--- config.mk ---
export PLATFORM = sky130hd
export DESIGN_NAME = ir_beacon_tx_flat
export DESIGN_NICKNAME = d
export VERILOG_FILES = /design/src/rtl/ir_beacon_tx_if.sv /design/src/rtl/ir_beacon_tx.sv /design/src/flat_wrapper.sv
export SDC_FILE = /design/constraint.sdc
export NUM_CORES = 1
export LEC_CHECK = 0
export ABC_AREA = 0
export BUFFER_PORTS_ARGS = -buffer_cell sky130_fd_sc_hd__buf_4
export CAP_MARGIN = 20
export CORE_ASPECT_RATIO = 1.2
export CORE_MARGIN = 2
export CORE_UTILIZATION = 57
export CTS_CLUSTER_SIZE = 24
export DETAILED_ROUTE_END_ITERATION = 10
export PLACE_DENSITY = 0.76
export SLEW_MARGIN = 20
export SYNTH_ARGS = -nofsm -noshare
export SYNTH_HDL_FRONTEND = slang
export SYNTH_SLANG_ARGS = --single-unit
--- constraint.sdc ---
create_clock -name clk -period 9.54 [get_ports clk]
set_input_delay 1.908 -clock clk [delete_from_list [all_inputs] [get_ports clk]]
set_output_delay 1.908 -clock clk [all_outputs]
set_load 0.02 [all_outputs]
--- src/rtl/ir_beacon_tx_if.sv ---
// Control/status bundle between the beacon controller and the IR beacon transmitter.
interface ir_beacon_tx_if;
   logic        enable;
   logic        mode;
   logic        freq_sel;
   logic        start;
   logic [15:0] burst_cycles;
   logic [15:0] gap_cycles;
   logic [7:0]  repeat_cnt;
   logic        ir_out;
   logic        busy;
   logic        done;

   modport master (
      output enable, mode, freq_sel, start, burst_cycles, gap_cycles, repeat_cnt,
      input  ir_out, busy, done
   );

   modport slave (
      input  enable, mode, freq_sel, start, burst_cycles, gap_cycles, repeat_cnt,
      output ir_out, busy, done
   );
endinterface

--- src/rtl/ir_beacon_tx.sv ---
// IR beacon transmitter: 1 kHz / 10 kHz square-wave carrier, either continuous
// or as a counted sequence of mark/space bursts with busy/done status.
module ir_beacon_tx #(
   parameter int unsigned CLK_HZ = 100_000_000,
   parameter int unsigned F_LO   = 1_000,
   parameter int unsigned F_HI   = 10_000
) (
   input logic           clk,
   input logic           reset,
   ir_beacon_tx_if.slave bus
);
   localparam logic [23:0] HALF_LO = 24'(CLK_HZ / (2 * F_LO));
   localparam logic [23:0] HALF_HI = 24'(CLK_HZ / (2 * F_HI));

   typedef enum logic [1:0] {IDLE, MARK, SPACE} state_t;

   state_t      state;
   logic        cont;
   logic        phase;
   logic [23:0] half_lat;
   logic [23:0] half_cnt;
   logic [15:0] burst_lat;
   logic [15:0] gap_lat;
   logic [15:0] period_cnt;
   logic [7:0]  rep_cnt;
   logic        half_end;

   assign half_end = (half_cnt == half_lat - 24'd1);

   // phase: 0 = first half of a carrier period, 1 = second half.
   // period_cnt counts down the periods left in the current MARK or SPACE.
   always_ff @(posedge clk or posedge reset) begin
      if (reset) begin
         state      <= IDLE;
         cont       <= 1'b0;
         phase      <= 1'b0;
         half_lat   <= '0;
         half_cnt   <= '0;
         burst_lat  <= '0;
         gap_lat    <= '0;
         period_cnt <= '0;
         rep_cnt    <= '0;
         bus.ir_out <= 1'b0;
         bus.busy   <= 1'b0;
         bus.done   <= 1'b0;
      end else begin
         // NOTE: done defaults low every cycle so any set below is a one-cycle pulse.
         bus.done <= 1'b0;
         if (!bus.enable) begin
            state      <= IDLE;
            phase      <= 1'b0;
            half_cnt   <= '0;
            bus.ir_out <= 1'b0;
            bus.busy   <= 1'b0;
         end else begin
            case (state)
               IDLE: begin
                  if (!bus.mode || bus.start) begin
                     if (bus.mode && (bus.burst_cycles == 16'd0 || bus.repeat_cnt == 8'd0)) begin
                        bus.done <= 1'b1;
                     end else begin
                        state      <= MARK;
                        cont       <= !bus.mode;
                        half_lat   <= bus.freq_sel ? HALF_HI : HALF_LO;
                        burst_lat  <= bus.burst_cycles;
                        gap_lat    <= bus.gap_cycles;
                        rep_cnt    <= bus.repeat_cnt;
                        period_cnt <= bus.burst_cycles;
                        phase      <= 1'b0;
                        half_cnt   <= '0;
                        bus.ir_out <= 1'b1;
                        bus.busy   <= 1'b1;
                     end
                  end
               end

               MARK: begin
                  if (cont && bus.mode) begin
                     state      <= IDLE;
                     half_cnt   <= '0;
                     phase      <= 1'b0;
                     bus.ir_out <= 1'b0;
                     bus.busy   <= 1'b0;
                  end else if (!half_end) begin
                     half_cnt <= half_cnt + 24'd1;
                  end else begin
                     half_cnt <= '0;
                     if (!phase) begin
                        phase      <= 1'b1;
                        bus.ir_out <= 1'b0;
                     end else if (cont || period_cnt != 16'd1) begin
                        phase      <= 1'b0;
                        bus.ir_out <= 1'b1;
                        if (!cont) period_cnt <= period_cnt - 16'd1;
                     end else if (gap_lat != 16'd0) begin
                        state      <= SPACE;
                        phase      <= 1'b0;
                        period_cnt <= gap_lat;
                     end else if (rep_cnt == 8'd1) begin
                        state    <= IDLE;
                        phase    <= 1'b0;
                        bus.busy <= 1'b0;
                        bus.done <= 1'b1;
                     end else begin
                        rep_cnt    <= rep_cnt - 8'd1;
                        period_cnt <= burst_lat;
                        phase      <= 1'b0;
                        bus.ir_out <= 1'b1;
                     end
                  end
               end

               SPACE: begin
                  if (!half_end) begin
                     half_cnt <= half_cnt + 24'd1;
                  end else begin
                     half_cnt <= '0;
                     if (!phase) begin
                        phase <= 1'b1;
                     end else if (period_cnt != 16'd1) begin
                        phase      <= 1'b0;
                        period_cnt <= period_cnt - 16'd1;
                     end else if (rep_cnt == 8'd1) begin
                        state    <= IDLE;
                        phase    <= 1'b0;
                        bus.busy <= 1'b0;
                        bus.done <= 1'b1;
                     end else begin
                        state      <= MARK;
                        rep_cnt    <= rep_cnt - 8'd1;
                        period_cnt <= burst_lat;
                        phase      <= 1'b0;
                        bus.ir_out <= 1'b1;
                     end
                  end
               end

               default: begin
                  state      <= IDLE;
                  bus.ir_out <= 1'b0;
                  bus.busy   <= 1'b0;
               end
            endcase
         end
      end
   end
endmodule
--- src/flat_wrapper.sv ---
// flat-port wrapper written by rule: the top's interface ports become plain ports
module ir_beacon_tx_flat 
#(
   parameter int unsigned CLK_HZ = 100_000_000,
   parameter int unsigned F_LO   = 1_000,
   parameter int unsigned F_HI   = 10_000
)
  (clk, reset, bus_enable, bus_mode, bus_freq_sel, bus_start, bus_burst_cycles, bus_gap_cycles, bus_repeat_cnt, bus_ir_out, bus_busy, bus_done);
  ir_beacon_tx_if bus_i ();
  input logic clk;
  input logic reset;
  input wire logic [$bits(bus_i.enable)-1:0] bus_enable;
  input wire logic [$bits(bus_i.mode)-1:0] bus_mode;
  input wire logic [$bits(bus_i.freq_sel)-1:0] bus_freq_sel;
  input wire logic [$bits(bus_i.start)-1:0] bus_start;
  input wire logic [$bits(bus_i.burst_cycles)-1:0] bus_burst_cycles;
  input wire logic [$bits(bus_i.gap_cycles)-1:0] bus_gap_cycles;
  input wire logic [$bits(bus_i.repeat_cnt)-1:0] bus_repeat_cnt;
  output wire logic [$bits(bus_i.ir_out)-1:0] bus_ir_out;
  output wire logic [$bits(bus_i.busy)-1:0] bus_busy;
  output wire logic [$bits(bus_i.done)-1:0] bus_done;
  assign bus_i.enable = bus_enable;
  assign bus_i.mode = bus_mode;
  assign bus_i.freq_sel = bus_freq_sel;
  assign bus_i.start = bus_start;
  assign bus_i.burst_cycles = bus_burst_cycles;
  assign bus_i.gap_cycles = bus_gap_cycles;
  assign bus_i.repeat_cnt = bus_repeat_cnt;
  assign bus_ir_out = bus_i.ir_out;
  assign bus_busy = bus_i.busy;
  assign bus_done = bus_i.done;
  ir_beacon_tx #(.CLK_HZ(CLK_HZ), .F_LO(F_LO), .F_HI(F_HI)) u_core (.clk(clk), .reset(reset), .bus(bus_i));
endmodule
# Yosys cells after proc, flatten, opt, wreduce, memory -nomap -nowiden
# Index checks and enable logic that the tools add are counted.
[word_totals]
regBits = 111
latchBits = 0
ramBits = 0
mem_bits_ro = 0
in_bits = 46
output_inout_bits = 3
word_cells = 153
memories = 0
[classes]
n_addsub = 4
mul = 0
n_div = 0
order_cmp = 0
n_eq_ne = 28
n_shift = 0
n_mux = 90
n_bitwise = 1
reduce_logical = 18
[ops]
columns = ["operator", "n"]
rows = [
  ["16-bit two-way mux", 13],
  ["24-bit two-way mux", 5],
  ["8-bit two-way mux", 11],
  ["24-bit one-hot mux with 3 select lines", 1],
  ["16-bit one-hot mux with 3 select lines", 1],
  ["1-bit two-way mux", 41],
  ["24-bit by 1-bit adder with 24-bit output, second input constant", 1],
  ["24-bit == test", 1],
  ["2-bit two-way mux", 12],
  ["8-bit one-hot mux with 3 select lines", 1],
  ["24-bit by 1-bit subtractor with 24-bit output, second input constant", 1],
  ["9-bit AND reduction", 2],
  ["16-bit zero test", 1],
  ["16-bit by 1-bit inequality test with 1-bit output, second input constant", 1],
  ["16-bit nonzero test", 1],
  ["16-bit by 1-bit subtractor with 16-bit output, second input constant", 1],
  ["1-bit one-hot mux with 3 select lines", 4],
  ["12-bit AND reduction", 1],
  ["2-bit by 1-bit inequality test with 1-bit output, second input constant", 5],
  ["2-bit inequality test, second input constant", 5],
  ["10-bit AND reduction", 1],
  ["3-bit by 2-bit inequality test with 1-bit output, second input constant", 3],
  ["3-bit inequality test, second input constant", 3],
  ["8-bit by 1-bit == test with 1-bit output, second input constant", 1],
  ["19 further kinds", 24],
]

# Longest topological paths before layout
[logic_depth]
depth_word = 9
ltp_mapped = 12
mapped_depth_nobuf = 10

# Worst setup path before layout
# No wires, ideal clock.
[synth_path]
kind = "input to register"
start = "input port bus_burst_cycles[4]"
end = "register u_core.half_cnt[11]"
setup_ns = 0.132
arrival_time_ns = 3.662
required_time_ns = 9.408
path_slack_ns = 5.746
stages = 9
n_path_buf = 2
path_cell_list = "nor4_1 nand4_1 a31oi_1 o21a_1 clkbuf_1 clkbuf_1 nor4_1 xnor2_1 nor2_1"
[synth_between]
elab_chain_cells = 5
[synth_rtl]
columns = ["item", "line_no", "rtl"]
rows = [
  ["from (decl)", "flat_wrapper.sv:16", "input wire logic [$bits(bus_i.burst_cycles)-1:0] bus_burst_cycles;"],
  ["16-bit zero test", "ir_beacon_tx.sv:59", "if (bus.mode && (bus.burst_cycles == 16'd0 || bus.repeat_cnt == 8'd0)) begin"],
  ["1-bit logical OR", "ir_beacon_tx.sv:59", ""],
  ["1-bit logical AND", "ir_beacon_tx.sv:59", ""],
  ["3-bit inequality test (no source line)", "-", ""],
  ["3-bit AND reduction (no source line)", "-", ""],
  ["to (signal assigned)", "ir_beacon_tx.sv:85", "half_cnt <= half_cnt + 24'd1;"],
  ["to (signal assigned)", "ir_beacon_tx.sv:115", "half_cnt <= half_cnt + 24'd1;"],
  ["to (decl)", "ir_beacon_tx.sv:21", "logic [23:0] half_cnt;"],
]
# Every way passes these cells.
# A chain may end at the register's enable or synchronous reset.

# Final worst setup path
[layout_path]
start = "register u_core.half_lat[12]"
end = "register u_core.period_cnt[14]"
[layout_between]
elab_chain_cells = 4
elab_cells_between_ends = 5
classes_between = "add/sub (1); eq/ne (3); reduce/logical (1)"
[layout_rtl]
columns = ["item", "line_no", "rtl"]
rows = [
  ["from (decl)", "ir_beacon_tx.sv:20", "logic [23:0] half_lat;"],
  ["from (signal assigned)", "ir_beacon_tx.sv:64", "half_lat <= bus.freq_sel ? HALF_HI : HALF_LO;"],
  ["24-bit by 1-bit subtractor with 24-bit output (*)", "ir_beacon_tx.sv:28", "assign half_end = (half_cnt == half_lat - 24'd1);"],
  ["24-bit == test (*)", "ir_beacon_tx.sv:28", ""],
  ["2-bit by 1-bit inequality test with 1-bit output (no source line)", "-", ""],
  ["10-bit AND reduction (no source line) (*)", "-", ""],
  ["to (signal assigned)", "ir_beacon_tx.sv:68", "period_cnt <= bus.burst_cycles;"],
  ["to (signal assigned)", "ir_beacon_tx.sv:94", "if (!cont) period_cnt <= period_cnt - 16'd1;"],
  ["to (signal assigned)", "ir_beacon_tx.sv:98", "period_cnt <= gap_lat;"],
  ["to (decl)", "ir_beacon_tx.sv:24", "logic [15:0] period_cnt;"],
]
# Mark *: on every way between the ends. The rest lies on a longest branch, timed or not.

==> summary.md <==
Layout
- 11.5% — layout-stage area growth over the synthesis result
- 90 x sky130_fd_sc_hd__dfrtp_1, 63 x sky130_fd_sc_hd__nand2_1, 57 x sky130_fd_sc_hd__nor2_1, 56 x sky130_fd_sc_hd__buf_4, 38 x sky130_fd_sc_hd__xnor2_1 — commonest non-fill, non-tap cells in the layout
- sky130_fd_sc_hd__dfrtp_1 — commonest non-fill, non-tap cell in the layout
- 17.9% — ratio of cells with drive above 1 in the final layout
- 0 — Antenna Diode Count
- 776 — Layout Nets

CTS
- 0 — buffers inserted during post-CTS setup optimization
- 9 — CTS Buf Count
- 0 — Resize count post-CTS
- 90 — Clock Sinks
- 0.07 ns — Reg clk slew, reported paths
- 3 — htree depth
- sky130_fd_sc_hd__clkbuf_16 — cell chosen for the clock root
- 0.35 ns — latest clock arrival within the worst-skew pair
- yes — TritonCTS clock tree
- 0 — number of hold buffers added after cts
- 2 — number of buffers on the longest clock path

Route
- 5648 — Vias
- 19.9 µm — routed wire length per instance
- 0 — DRC violation count after routing
- 465 — violation count after the first detailed-route iteration
- 16900 µm — final WL
- 6.66 — average via count per standard cell
- 7 — DR pass1 iterations
- 0 — number of routed nets with antenna violations

Timing
- 47.7% — period utilisation layout
- false — unrepaired setup endpoints after global routing
- 4.55 ns — final critical-path required period
- 0.220 GHz — highest attainable clock frequency
- 0.00679 ns — Max Clock Skew
- 0 — final hold vios
- 0 — number of slew-limit violations in the final report
- 0 — setup violators final
- 1.09 ns — transition time at the pin with the least slew margin
- 0 ns — summed negative setup slack over all endpoints
- 26.9% — remaining max-slew budget at the tightest pin

Power
- 1720 µW — overall power after layout
- 124 µV — worst vdd rail ir drop
- 0.00283 µW — Static Leak
- 246 mW/mm² — power per cell area

Placed design
- 48 — number of port buffers
- 0.893 — gpl congestion
- 12000 µm — half-perimeter wire length after placement

Synth
- 36.0% — top-area cell type share of the netlist area
- 90 — flops & latches, synth
- 36.0% — part of the Yosys area used for sequential elements
- sky130_fd_sc_hd__dfrtp_1 — Synth area leader
- 0 — Syn. warnings
- 9.06 µm² — synthesized area per cell
- 100% — ys async rst share
- 71 — distinct cell type count of the synthesized netlist
- sky130_fd_sc_hd__dfrtp_1 — ys flop type
- sky130_fd_sc_hd__dfrtp_1 36%, sky130_fd_sc_hd__mux2_2 6.5%, sky130_fd_sc_hd__xnor2_1 5.3%, sky130_fd_sc_hd__nand2_1 3.8%, sky130_fd_sc_hd__mux2i_1 3.5% — leading post-synthesis cells by cell area
- 753 — net count of the mapped netlist
- 691 — synthesized instance count
- 0.00626 mm² — total standard cell area after synthesis
- 0 — number of enable-type register cells in the synthesized netlist

Floorplan
- 0.0106 mm² — standard cell core area
- 119 µm — die boundary height
- 41 — Core Rows
- 99.7 µm — Die Wd
- 0.0118 mm² — overall die area
- 58.9% — initial core utilization
- 49 — Ports

Critical path
- reg2reg — Worst Setup Path Type
- 16 — CP Max Fanout
- sky130_fd_sc_hd__a211oi_4 — slowest stage cell, crit path
- flop — kind of launch point of the worst setup path
- sky130_fd_sc_hd__ha_1 — crit-path most repeated cell
- 0.98 ns — crit-path max cell delay
- 4.79 ns — data arrival at the endpoint of the critical path
- inv_1 -> ha_1 -> ha_1 -> nor4bb_1 -> xnor2_1 -> nand3_1 -> nor4_4 -> a41oi_4 -> a211oi_4 -> mux2_2 — Critical Path, Cell by Cell
- 9.77 ns — Worst EP required
- flop — Worst Setup End Kind

Global route
- 5635 — via count of the first global-routing pass
- 0 — initial antenna violation count
- 50.9% — met2 GRT Util
- 91 — pin count of the biggest net entering global routing
- met2 — global-route layer with the greatest usage
- 0 — total grt overflow
- 36.1% — met1 Use GR
- 3.08% — met3 track utilization from global routing
- 28000 µm — wire length of the first global-routing pass
- 29.3% — total track usage

Run
- 0 — Max Cap Viol

Run status
- finished, final reports clean — result of the run

Hold path
- reg2reg — type of the most critical hold path

[layer usage]
metal  wire length [µm]  vias up
met1               6840     2787
met3                751       49
li1                   -     2605
met2               8690      207
met5                  0        -
met4                571        0
[worst paths after layout]
kind,from,to,slack (ns),cells after the start
min in group asynchronous,reset,u_core.half_cnt[0]$_DFFE_PP0P_,1.80,3
hold / removal,u_core.burst_lat[12]$_DFFE_PP0P_,u_core.burst_lat[12]$_DFFE_PP0P_,0.50,2
hold reg to reg,u_core.burst_lat[12]$_DFFE_PP0P_,u_core.burst_lat[12]$_DFFE_PP0P_,0.50,2
max in group asynchronous,reset,u_core.gap_lat[8]$_DFFE_PP0P_,7.21,3
setup reg to reg,u_core.half_lat[12]$_DFFE_PP0P_,u_core.period_cnt[14]$_DFFE_PP0P_,4.99,10
setup / recovery,u_core.half_lat[12]$_DFFE_PP0P_,u_core.period_cnt[14]$_DFFE_PP0P_,4.99,10
[flip-flops by register name, summed over array words and instances (netlist names), 2 cells and up]
signal / flops
u_core.half_cnt: 24
u_core.burst_lat: 16
u_core.gap_lat: 16
u_core.period_cnt: 16
u_core.rep_cnt: 8
u_core.half_lat: 3
u_core.state: 2
[where the power goes]
group | total [µW] | switching [µW] | internal [µW]
Combinational | 686 | 373 | 313
Clock | 375 | 162 | 213
Sequential | 658 | 156 | 502
[cells in the mapped netlist (4+ instances only)]
cell type,instances
sky130_fd_sc_hd__a211oi_1,11
sky130_fd_sc_hd__a21oi_1,33
sky130_fd_sc_hd__a221oi_1,5
sky130_fd_sc_hd__a2bb2oi_1,5
sky130_fd_sc_hd__a31oi_1,11
sky130_fd_sc_hd__and3_1,4
sky130_fd_sc_hd__and4_1,4
sky130_fd_sc_hd__buf_2,6
sky130_fd_sc_hd__clkbuf_1,37
sky130_fd_sc_hd__dfrtp_1,90
sky130_fd_sc_hd__ha_1,16
sky130_fd_sc_hd__inv_1,29
sky130_fd_sc_hd__mux2_2,36
sky130_fd_sc_hd__mux2_4,4
sky130_fd_sc_hd__mux2i_1,22
sky130_fd_sc_hd__nand2_1,63
sky130_fd_sc_hd__nand2b_1,4
sky130_fd_sc_hd__nand3_1,22
sky130_fd_sc_hd__nand4_1,11
sky130_fd_sc_hd__nor2_1,57
sky130_fd_sc_hd__nor2b_1,4
sky130_fd_sc_hd__nor3_1,15
sky130_fd_sc_hd__nor3b_1,4
sky130_fd_sc_hd__nor4_1,26
sky130_fd_sc_hd__nor4b_1,8
sky130_fd_sc_hd__o211ai_1,5
sky130_fd_sc_hd__o21a_1,4
sky130_fd_sc_hd__o21ai_0,20
sky130_fd_sc_hd__o221ai_1,8
sky130_fd_sc_hd__o22ai_1,8
sky130_fd_sc_hd__o311a_1,5
sky130_fd_sc_hd__o311ai_0,5
sky130_fd_sc_hd__o31ai_1,5
sky130_fd_sc_hd__or2_2,5
sky130_fd_sc_hd__or3_1,5
sky130_fd_sc_hd__xnor2_1,38
sky130_fd_sc_hd__xor2_1,5
[stage by stage]
step | instances | area, µm² | setup slack [ns] | utilization (%) | hold WS, ns
CTS | 848 | 6980 | 5.02 | 65.7 | 0.501
floorplan | 691 | 6260 | 5.30 | - | 0.450
detailed placement | 832 | 6670 | 4.86 | 62.8 | 0.488
global route | 848 | 6980 | 4.69 | 65.7 | 0.530
global placement | 832 | 6670 | 4.98 | 62.8 | 0.474
finish | 848 | 6980 | 4.99 | 65.7 | 0.496
[critical path: cells and delay by family (launching register included)]
| family | cells | cell delay (ns) |
|---|---|---|
| and+or+nand+nor | 3 | 1.25 |
| xor gates and xnor gates | 1 | 0.19 |
| adders and majority gates | 2 | 0.57 |
| buffers and inverters | 1 | 0.17 |
| AOI/OAI and AO/OA | 2 | 1.28 |
| muxes | 1 | 0.42 |
| DFF | 1 | 0.53 |
[logic make-up after synthesis]
group	synth area share, %
simple gates	21.2
mux	11.3
flops	36.0
fa+ha+maj	3.20
compound gates	17.6
buf+inv	4.68
xor+xnor	6.02
[layout make-up]
class                           instances  area [µm²]
Multi-Input combinational cell        527        3710
Fill cell                             876        3640
Sequential cell                        90        2250
Timing Repair Buffer                   57         432
Clock buffer                           10         239
Tap cell                              129         161
Inverter                               29         110
Clock inverter                          6        71.3
Note: power is estimated with default switching activity, not from simulation.
